## src/rtl/alu_rs.sv

```systemverilog
// alu_rs: reservation station holding ALU micro-ops until operands and flags arrive.
// Define ALU_RS_ISSUE_BYPASS_EN to let a fully ready op issue in its insert cycle.
`ifndef GPR_SIZE
`define GPR_SIZE 64
`endif
`ifndef ROB_IDX_SIZE
`define ROB_IDX_SIZE 5
`endif

package alu_rs_pkg;

    typedef enum logic [3:0] {
        ALU_PLUS,
        ALU_MINUS,
        ALU_AND,
        ALU_OR,
        ALU_XOR,
        ALU_LSL,
        ALU_LSR,
        ALU_ASR,
        ALU_MOV
    } alu_op_t;

    typedef struct packed {
        logic n;
        logic z;
        logic c;
        logic v;
    } nzcv_t;

    typedef struct packed {
        alu_op_t                  op;
        logic [`GPR_SIZE-1:0]     val_a;
        logic                     rdy_a;
        logic [`ROB_IDX_SIZE-1:0] tag_a;
        logic [`GPR_SIZE-1:0]     val_b;
        logic                     rdy_b;
        logic [`ROB_IDX_SIZE-1:0] tag_b;
        nzcv_t                    nzcv;
        logic                     rdy_f;
        logic [`ROB_IDX_SIZE-1:0] tag_f;
        logic [`ROB_IDX_SIZE-1:0] dst;
        logic                     set_nzcv;
    } rs_entry_t;

endpackage

module alu_rs
    import alu_rs_pkg::*;
#(
    parameter int NUM_ENTRIES = 4
) (
    input  logic                          in_clk,
    input  logic                          in_rst,
    input  logic                          in_flush,
    input  logic                          in_insert,
    input  alu_op_t                       in_op,
    input  logic [`GPR_SIZE-1:0]          in_val_a,
    input  logic [`GPR_SIZE-1:0]          in_val_b,
    input  logic                          in_ready_a,
    input  logic                          in_ready_b,
    input  logic [`ROB_IDX_SIZE-1:0]      in_tag_a,
    input  logic [`ROB_IDX_SIZE-1:0]      in_tag_b,
    input  nzcv_t                         in_nzcv,
    input  logic                          in_nzcv_ready,
    input  logic [`ROB_IDX_SIZE-1:0]      in_nzcv_tag,
    input  logic [`ROB_IDX_SIZE-1:0]      in_dst_rob_index,
    input  logic                          in_set_nzcv,
    input  logic                          in_fu_done,
    input  logic [`ROB_IDX_SIZE-1:0]      in_fu_dst_rob_index,
    input  logic [`GPR_SIZE-1:0]          in_fu_value,
    input  logic                          in_fu_set_nzcv,
    input  nzcv_t                         in_fu_nzcv,
    input  logic                          in_alu_ready,
    output logic                          out_full,
    output logic [$clog2(NUM_ENTRIES):0]  out_count,
    output logic                          out_alu_start,
    output alu_op_t                       out_alu_op,
    output logic [`GPR_SIZE-1:0]          out_alu_val_a,
    output logic [`GPR_SIZE-1:0]          out_alu_val_b,
    output logic [`ROB_IDX_SIZE-1:0]      out_alu_dst_rob_index,
    output logic                          out_alu_set_nzcv,
    output nzcv_t                         out_alu_nzcv
);

    localparam int IW = $clog2(NUM_ENTRIES);
    localparam int CW = IW + 1;

    logic [NUM_ENTRIES-1:0] valid_q;
    logic [NUM_ENTRIES-1:0] valid_d;
    rs_entry_t              ent_q [NUM_ENTRIES];
    rs_entry_t              ent_d [NUM_ENTRIES];
    logic [CW-1:0]          count_q;

    rs_entry_t              new_ent;
    logic                   new_ready;
    logic [IW-1:0]          free_idx;
    logic [IW-1:0]          sel_idx;
    logic                   sel_found;
    logic                   full;
    logic                   issue;
    logic                   bypass;
    logic                   ins_en;

    // Incoming op sees the same-cycle broadcast so its producer is never missed
    always_comb begin
        new_ent = '0;
        new_ent.op = in_op;
        new_ent.tag_a = in_tag_a;
        new_ent.tag_b = in_tag_b;
        new_ent.tag_f = in_nzcv_tag;
        new_ent.dst = in_dst_rob_index;
        new_ent.set_nzcv = in_set_nzcv;
        new_ent.rdy_a = in_ready_a
            | (in_fu_done & (in_tag_a == in_fu_dst_rob_index));
        new_ent.val_a = in_ready_a ? in_val_a : in_fu_value;
        new_ent.rdy_b = in_ready_b
            | (in_fu_done & (in_tag_b == in_fu_dst_rob_index));
        new_ent.val_b = in_ready_b ? in_val_b : in_fu_value;
        new_ent.rdy_f = in_nzcv_ready
            | (in_fu_done & in_fu_set_nzcv
               & (in_nzcv_tag == in_fu_dst_rob_index));
        new_ent.nzcv = in_nzcv_ready ? in_nzcv : in_fu_nzcv;
        new_ready = new_ent.rdy_a & new_ent.rdy_b & new_ent.rdy_f;
    end

    // Descending scan leaves the lowest matching index in each result
    always_comb begin
        free_idx = '0;
        sel_idx = '0;
        sel_found = 1'b0;
        for (int i = NUM_ENTRIES - 1; i >= 0; i--) begin
            if (!valid_q[i]) begin
                free_idx = IW'(i);
            end
            if (valid_q[i] && ent_q[i].rdy_a && ent_q[i].rdy_b
                && ent_q[i].rdy_f) begin
                sel_idx = IW'(i);
                sel_found = 1'b1;
            end
        end
    end

    assign full = &valid_q;
    assign issue = in_alu_ready & sel_found;

`ifdef ALU_RS_ISSUE_BYPASS_EN
    assign bypass = in_insert & ~full & in_alu_ready
                    & ~sel_found & new_ready;
`else
    assign bypass = 1'b0;
`endif

    assign ins_en = in_insert & ~full & ~bypass;

    always_comb begin
        valid_d = valid_q;
        if (issue) begin
            valid_d[sel_idx] = 1'b0;
        end
        if (ins_en) begin
            valid_d[free_idx] = 1'b1;
        end
    end

    always_comb begin
        for (int i = 0; i < NUM_ENTRIES; i++) begin
            ent_d[i] = ent_q[i];
            if (ins_en && (free_idx == IW'(i))) begin
                ent_d[i] = new_ent;
            end else if (valid_q[i] && in_fu_done) begin
                if (!ent_q[i].rdy_a
                    && ent_q[i].tag_a == in_fu_dst_rob_index) begin
                    ent_d[i].rdy_a = 1'b1;
                    ent_d[i].val_a = in_fu_value;
                end
                if (!ent_q[i].rdy_b
                    && ent_q[i].tag_b == in_fu_dst_rob_index) begin
                    ent_d[i].rdy_b = 1'b1;
                    ent_d[i].val_b = in_fu_value;
                end
                if (!ent_q[i].rdy_f && in_fu_set_nzcv
                    && ent_q[i].tag_f == in_fu_dst_rob_index) begin
                    ent_d[i].rdy_f = 1'b1;
                    ent_d[i].nzcv = in_fu_nzcv;
                end
            end
        end
    end

    // Payload needs no reset; only valid bits define occupancy
    always_ff @(posedge in_clk) begin
        for (int i = 0; i < NUM_ENTRIES; i++) begin
            ent_q[i] <= ent_d[i];
        end
    end

    always_ff @(posedge in_clk or posedge in_rst) begin
        if (in_rst) begin
            valid_q <= '0;
            count_q <= '0;
            out_alu_start <= 1'b0;
            out_alu_op <= ALU_PLUS;
            out_alu_val_a <= '0;
            out_alu_val_b <= '0;
            out_alu_dst_rob_index <= '0;
            out_alu_set_nzcv <= 1'b0;
            out_alu_nzcv <= '0;
        end else if (in_flush) begin
            valid_q <= '0;
            count_q <= '0;
            out_alu_start <= 1'b0;
        end else begin
            valid_q <= valid_d;
            count_q <= count_q + CW'(ins_en) - CW'(issue);
            out_alu_start <= issue | bypass;
            if (issue) begin
                out_alu_op <= ent_q[sel_idx].op;
                out_alu_val_a <= ent_q[sel_idx].val_a;
                out_alu_val_b <= ent_q[sel_idx].val_b;
                out_alu_dst_rob_index <= ent_q[sel_idx].dst;
                out_alu_set_nzcv <= ent_q[sel_idx].set_nzcv;
                out_alu_nzcv <= ent_q[sel_idx].nzcv;
            end else if (bypass) begin
                out_alu_op <= new_ent.op;
                out_alu_val_a <= new_ent.val_a;
                out_alu_val_b <= new_ent.val_b;
                out_alu_dst_rob_index <= new_ent.dst;
                out_alu_set_nzcv <= new_ent.set_nzcv;
                out_alu_nzcv <= new_ent.nzcv;
            end
        end
    end

    assign out_full = full;
    assign out_count = count_q;

endmodule

```

## config.mk

```make
export PLATFORM = sky130hd
export DESIGN_NAME = alu_rs
export DESIGN_NICKNAME = d
export VERILOG_FILES = /design/src/rtl/alu_rs.sv
export SDC_FILE = /design/constraint.sdc
export NUM_CORES = 1
export LEC_CHECK = 0
export CORE_ASPECT_RATIO = 0.9
export CORE_UTILIZATION = 40
export DETAILED_ROUTE_END_ITERATION = 8
export PLACE_DENSITY = 0.7
export SLEW_MARGIN = 5
export SYNTH_ARGS = -nofsm -noshare
export SYNTH_HDL_FRONTEND = slang
export SYNTH_SLANG_ARGS = --single-unit
```

## constraint.sdc

```tcl
create_clock -name in_clk -period 9.5 [get_ports in_clk]
set_input_delay 1.425 -clock in_clk [delete_from_list [all_inputs] [get_ports in_clk]]
set_output_delay 1.425 -clock in_clk [all_outputs]
set_load 0.005 [all_outputs]
```

==> flow_summary.yaml <==
cells_and_area:
  fill_cells: 7930
  layout.cells.non_filler: 4402
  multi_input_area_mm2: 0.0132
  syn_to_final_growth_pct: 20.5
  drive_gt1_share_pct: 21.5
  final_nets: 3326
  seq_area_mm2: 0.0230
global_route:
  grt_overflow: 0
  grt_pass1_wl_mm: 166
  track_usage_pct: 23.9
  antenna_found_initial: 21
  grt_max_degree: 166
  grt_pass1_vias: 25000
sta:
  maxSlewViolCount: 0
  period_share_pct: 45.6
  setup_ws_ns: 5.17
  finalSetupTns_ns: 0
  rsz0062_at_grt: "no"
  max_freq_mhz: 231
  fin_crit_ns: 4.33
  fin_skew_ns: 0.0214
  setup_viol: 0
  max_slew_margin_pct: 16.8
  tightest_slew_ns: 1.25
  finalHoldViolations: 0
placement:
  post-place-ws_ns: 4.52
  gp_congestion: 0.806
  dp_hpwl_mm: 66.2
  placed_cells: 4228
  portBuffers: 386
logic_synthesis:
  syn_avg_cell_area_um2: 13.3
  netlist_area_mm2: 0.0371
  syn_inst: 2790
  synth-seq-area-share_pct: 61.9
  syn-num-nets: 3033
  synth-main-ff-cell: "edfxtp_1"
  ys_types: 42
  synth_seq_cells: 790
  async_flop_share_pct: 19.0
  yosys_warnings: 0
  synth_top_area_cell: "edfxtp_1"
  synth_top_area_share_pct: 51.8
  netlist_top_cells_area: "edfxtp_1 52%, mux2_2 15%, dfrtp_1 10%"
  synth_edf_count: 640
floorplanning:
  die_w_um: 323
  start_util_pct: 40.5
  core_area_mm2: 0.0916
  io-pin-count: 387
  dieArea_mm2: 0.0940
  fp.dieH_um: 291
  row_count: 105
cts:
  post_cts_buffers: 0
  cts_tree: "yes"
  post_cts_resized: 0
  clock_path_buffers: 3
  clk_pin_slew_worst_paths_ns: 0.06
  hold_buffers: 0
  clockRootBuffer: "clkbuf_16"
  h-tree-depth: 3
  cts_sinks: 790
  clk_latency_ns: 0.66
  cts_buffers: 83
setup_path:
  crit_arrival_ns: 4.60
  cp-end-kind: "register"
  reg2reg_slack_ns: 5.50
  critical_path.startpoint: "in_fu_dst_rob_index[0]"
  crit_end: "ent_q[2][48]$_DFFE_PP_"
  start_kind: "input pin"
  required_ns: 9.78
  rr_endpoint: "out_count[2]$_DFF_PP0_"
  ff2ff_path_depth: 11
  worstSetupPathType: "in -> reg"
  critPathMaxFanout: 34
  worstReg2RegStart: "ent_q[2][91]$_SDFFCE_PN1P_"
route:
  antenna_left: 0
  vias: 25500
  drcViolationCount: 0
  via_per_inst: 5.79
  routedWlPerCell_um: 25.9
  drtPass1Iterations: 5
  drt_first_iter_violations: 2410
  wl_mm: 114
pwr:
  p_leak_nw: 15.5
  powerDensity_mw_per_mm2: 194
  peakVddDrop_v: 0.000118
hold_path:
  hold_path_class: "reg -> reg"
outcome:
  status: "finished clean"
flow_run:
  max-cap-violations: 0
==> per-stage QoR <==
step	cell area [um^2]	total power, mW	hold slack (ns)	util (%)
2_1_floorplan	37100	4.70	0.505	-
3_3_place_gp	41900	5.43	0.492	45.8
3_5_place_dp	41900	5.45	0.502	45.8
4_1_cts	44700	8.73	0.515	48.8
5_1_grt	44700	8.95	0.525	48.8
6_report	44700	8.67	0.513	48.8
==> power breakdown <==
part	total (mW)	switching, mW	internal [mW]
clock	3.29	1.38	1.91
sequential	4.23	0.195	4.03
combinational	1.16	0.498	0.660
==> sequential cells by signal (all words and copies together), names as in the netlist <==
signal	cells
out_alu_start	1
valid_q	4
out_alu_op	4
out_alu_val_b	64
out_alu_dst_rob_index	5
out_count	3
out_alu_val_a	64
out_alu_nzcv	4
ent_q	640
out_alu_set_nzcv	1
==> layout make-up <==
type | count | area share [%]
clock buffer | 112 | 5.09
timing repair buffer | 428 | 9.37
sequential | 790 | 51.4
antenna | 19 | 0.106
multi-input combinational | 1773 | 29.5
inverter | 7 | 0.0755
tap | 1230 | 3.44
clock inverter | 43 | 1.01
==> synth_stat cells, types with 56 or more instances <==
cell type,count
a21o_1,68
a21oi_1,293
a31oi_1,71
buf_2,112
clkbuf_1,62
dfrtp_1,150
edfxtp_1,640
mux2_2,482
nand2_1,94
nand3_1,142
nor2_1,219
o21ai_0,73
o22a_1,74
o31ai_1,76
xnor2_1,56
==> routing by layer <==
metal,global-route usage [%],up-vias,part of all wire (%)
met5,0,-,0.039
met4,9.41,8,3.0
met3,4.65,179,8.2
met2,39.1,1154,49
met1,31.2,12900,40
li1,-,11200,-
==> cell families (layout without fill, tap and decap cells) <==
logic type	after synthesis	count (layout)	synth area share, %
AOI/OAI and AO/OA	666	666	11.1
xor gates and xnor gates	77	77	1.82
adders and majority gates	3	3	0.121
buffers and inverters	227	590	3.06
DFF	790	790	61.9
muxes	528	528	16.0
other	0	19	0
and+or+nand+nor	499	499	5.96
==> critical path, cell delays in order <==
cell and delay [ns]:
clkdlybuf4s50_1 0.92, xnor2_1 0.40, nand4_1 0.24, o41ai_4 0.36
buf_4 0.55, buf_4 0.61
==> worst min-delay path by stage <==
stage          slack (ns)  depth (start not counted)                                   end                                 start
2_1_floorplan        0.51                          1  out_alu_dst_rob_index[1]$_DFFE_PP0P_  out_alu_dst_rob_index[1]$_DFFE_PP0P_
3_3_place_gp         0.49                          1          out_alu_val_a[2]$_DFFE_PP0P_          out_alu_val_a[2]$_DFFE_PP0P_
3_5_place_dp         0.50                          1         out_alu_val_b[24]$_DFFE_PP0P_         out_alu_val_b[24]$_DFFE_PP0P_
4_1_cts              0.52                          1         out_alu_val_b[24]$_DFFE_PP0P_         out_alu_val_b[24]$_DFFE_PP0P_
5_1_grt              0.53                          1         out_alu_val_b[41]$_DFFE_PP0P_         out_alu_val_b[41]$_DFFE_PP0P_
6_report             0.51                          1         out_alu_val_b[41]$_DFFE_PP0P_         out_alu_val_b[41]$_DFFE_PP0P_
==> placed cells by master, fill, tap and decap left out, drive strengths merged, types with 2 or more instances in the layout <==
master,synthesis,final
clkbuf,62,112
o41ai,7,7
inv,6,8
diode,0,19
nand4b,5,5
a21o,68,68
nand2,100,100
mux2,528,528
o31ai,77,77
nand3,142,142
clkdlybuf4s50,0,386
dfrtp,150,150
clkinv,1,32
ha,2,2
xor2,21,21
nor4,3,3
o21ai,73,73
bufinv,0,8
o22a,74,74
nor2,219,219
nand4,17,17
nand2b,3,3
edfxtp,640,640
a21oi,293,293
nor2b,2,2
clkinvlp,0,2
xnor2,56,56
and4,5,5
a31oi,71,71
buf,158,42
Note: power is estimated with default switching activity, not from simulation.
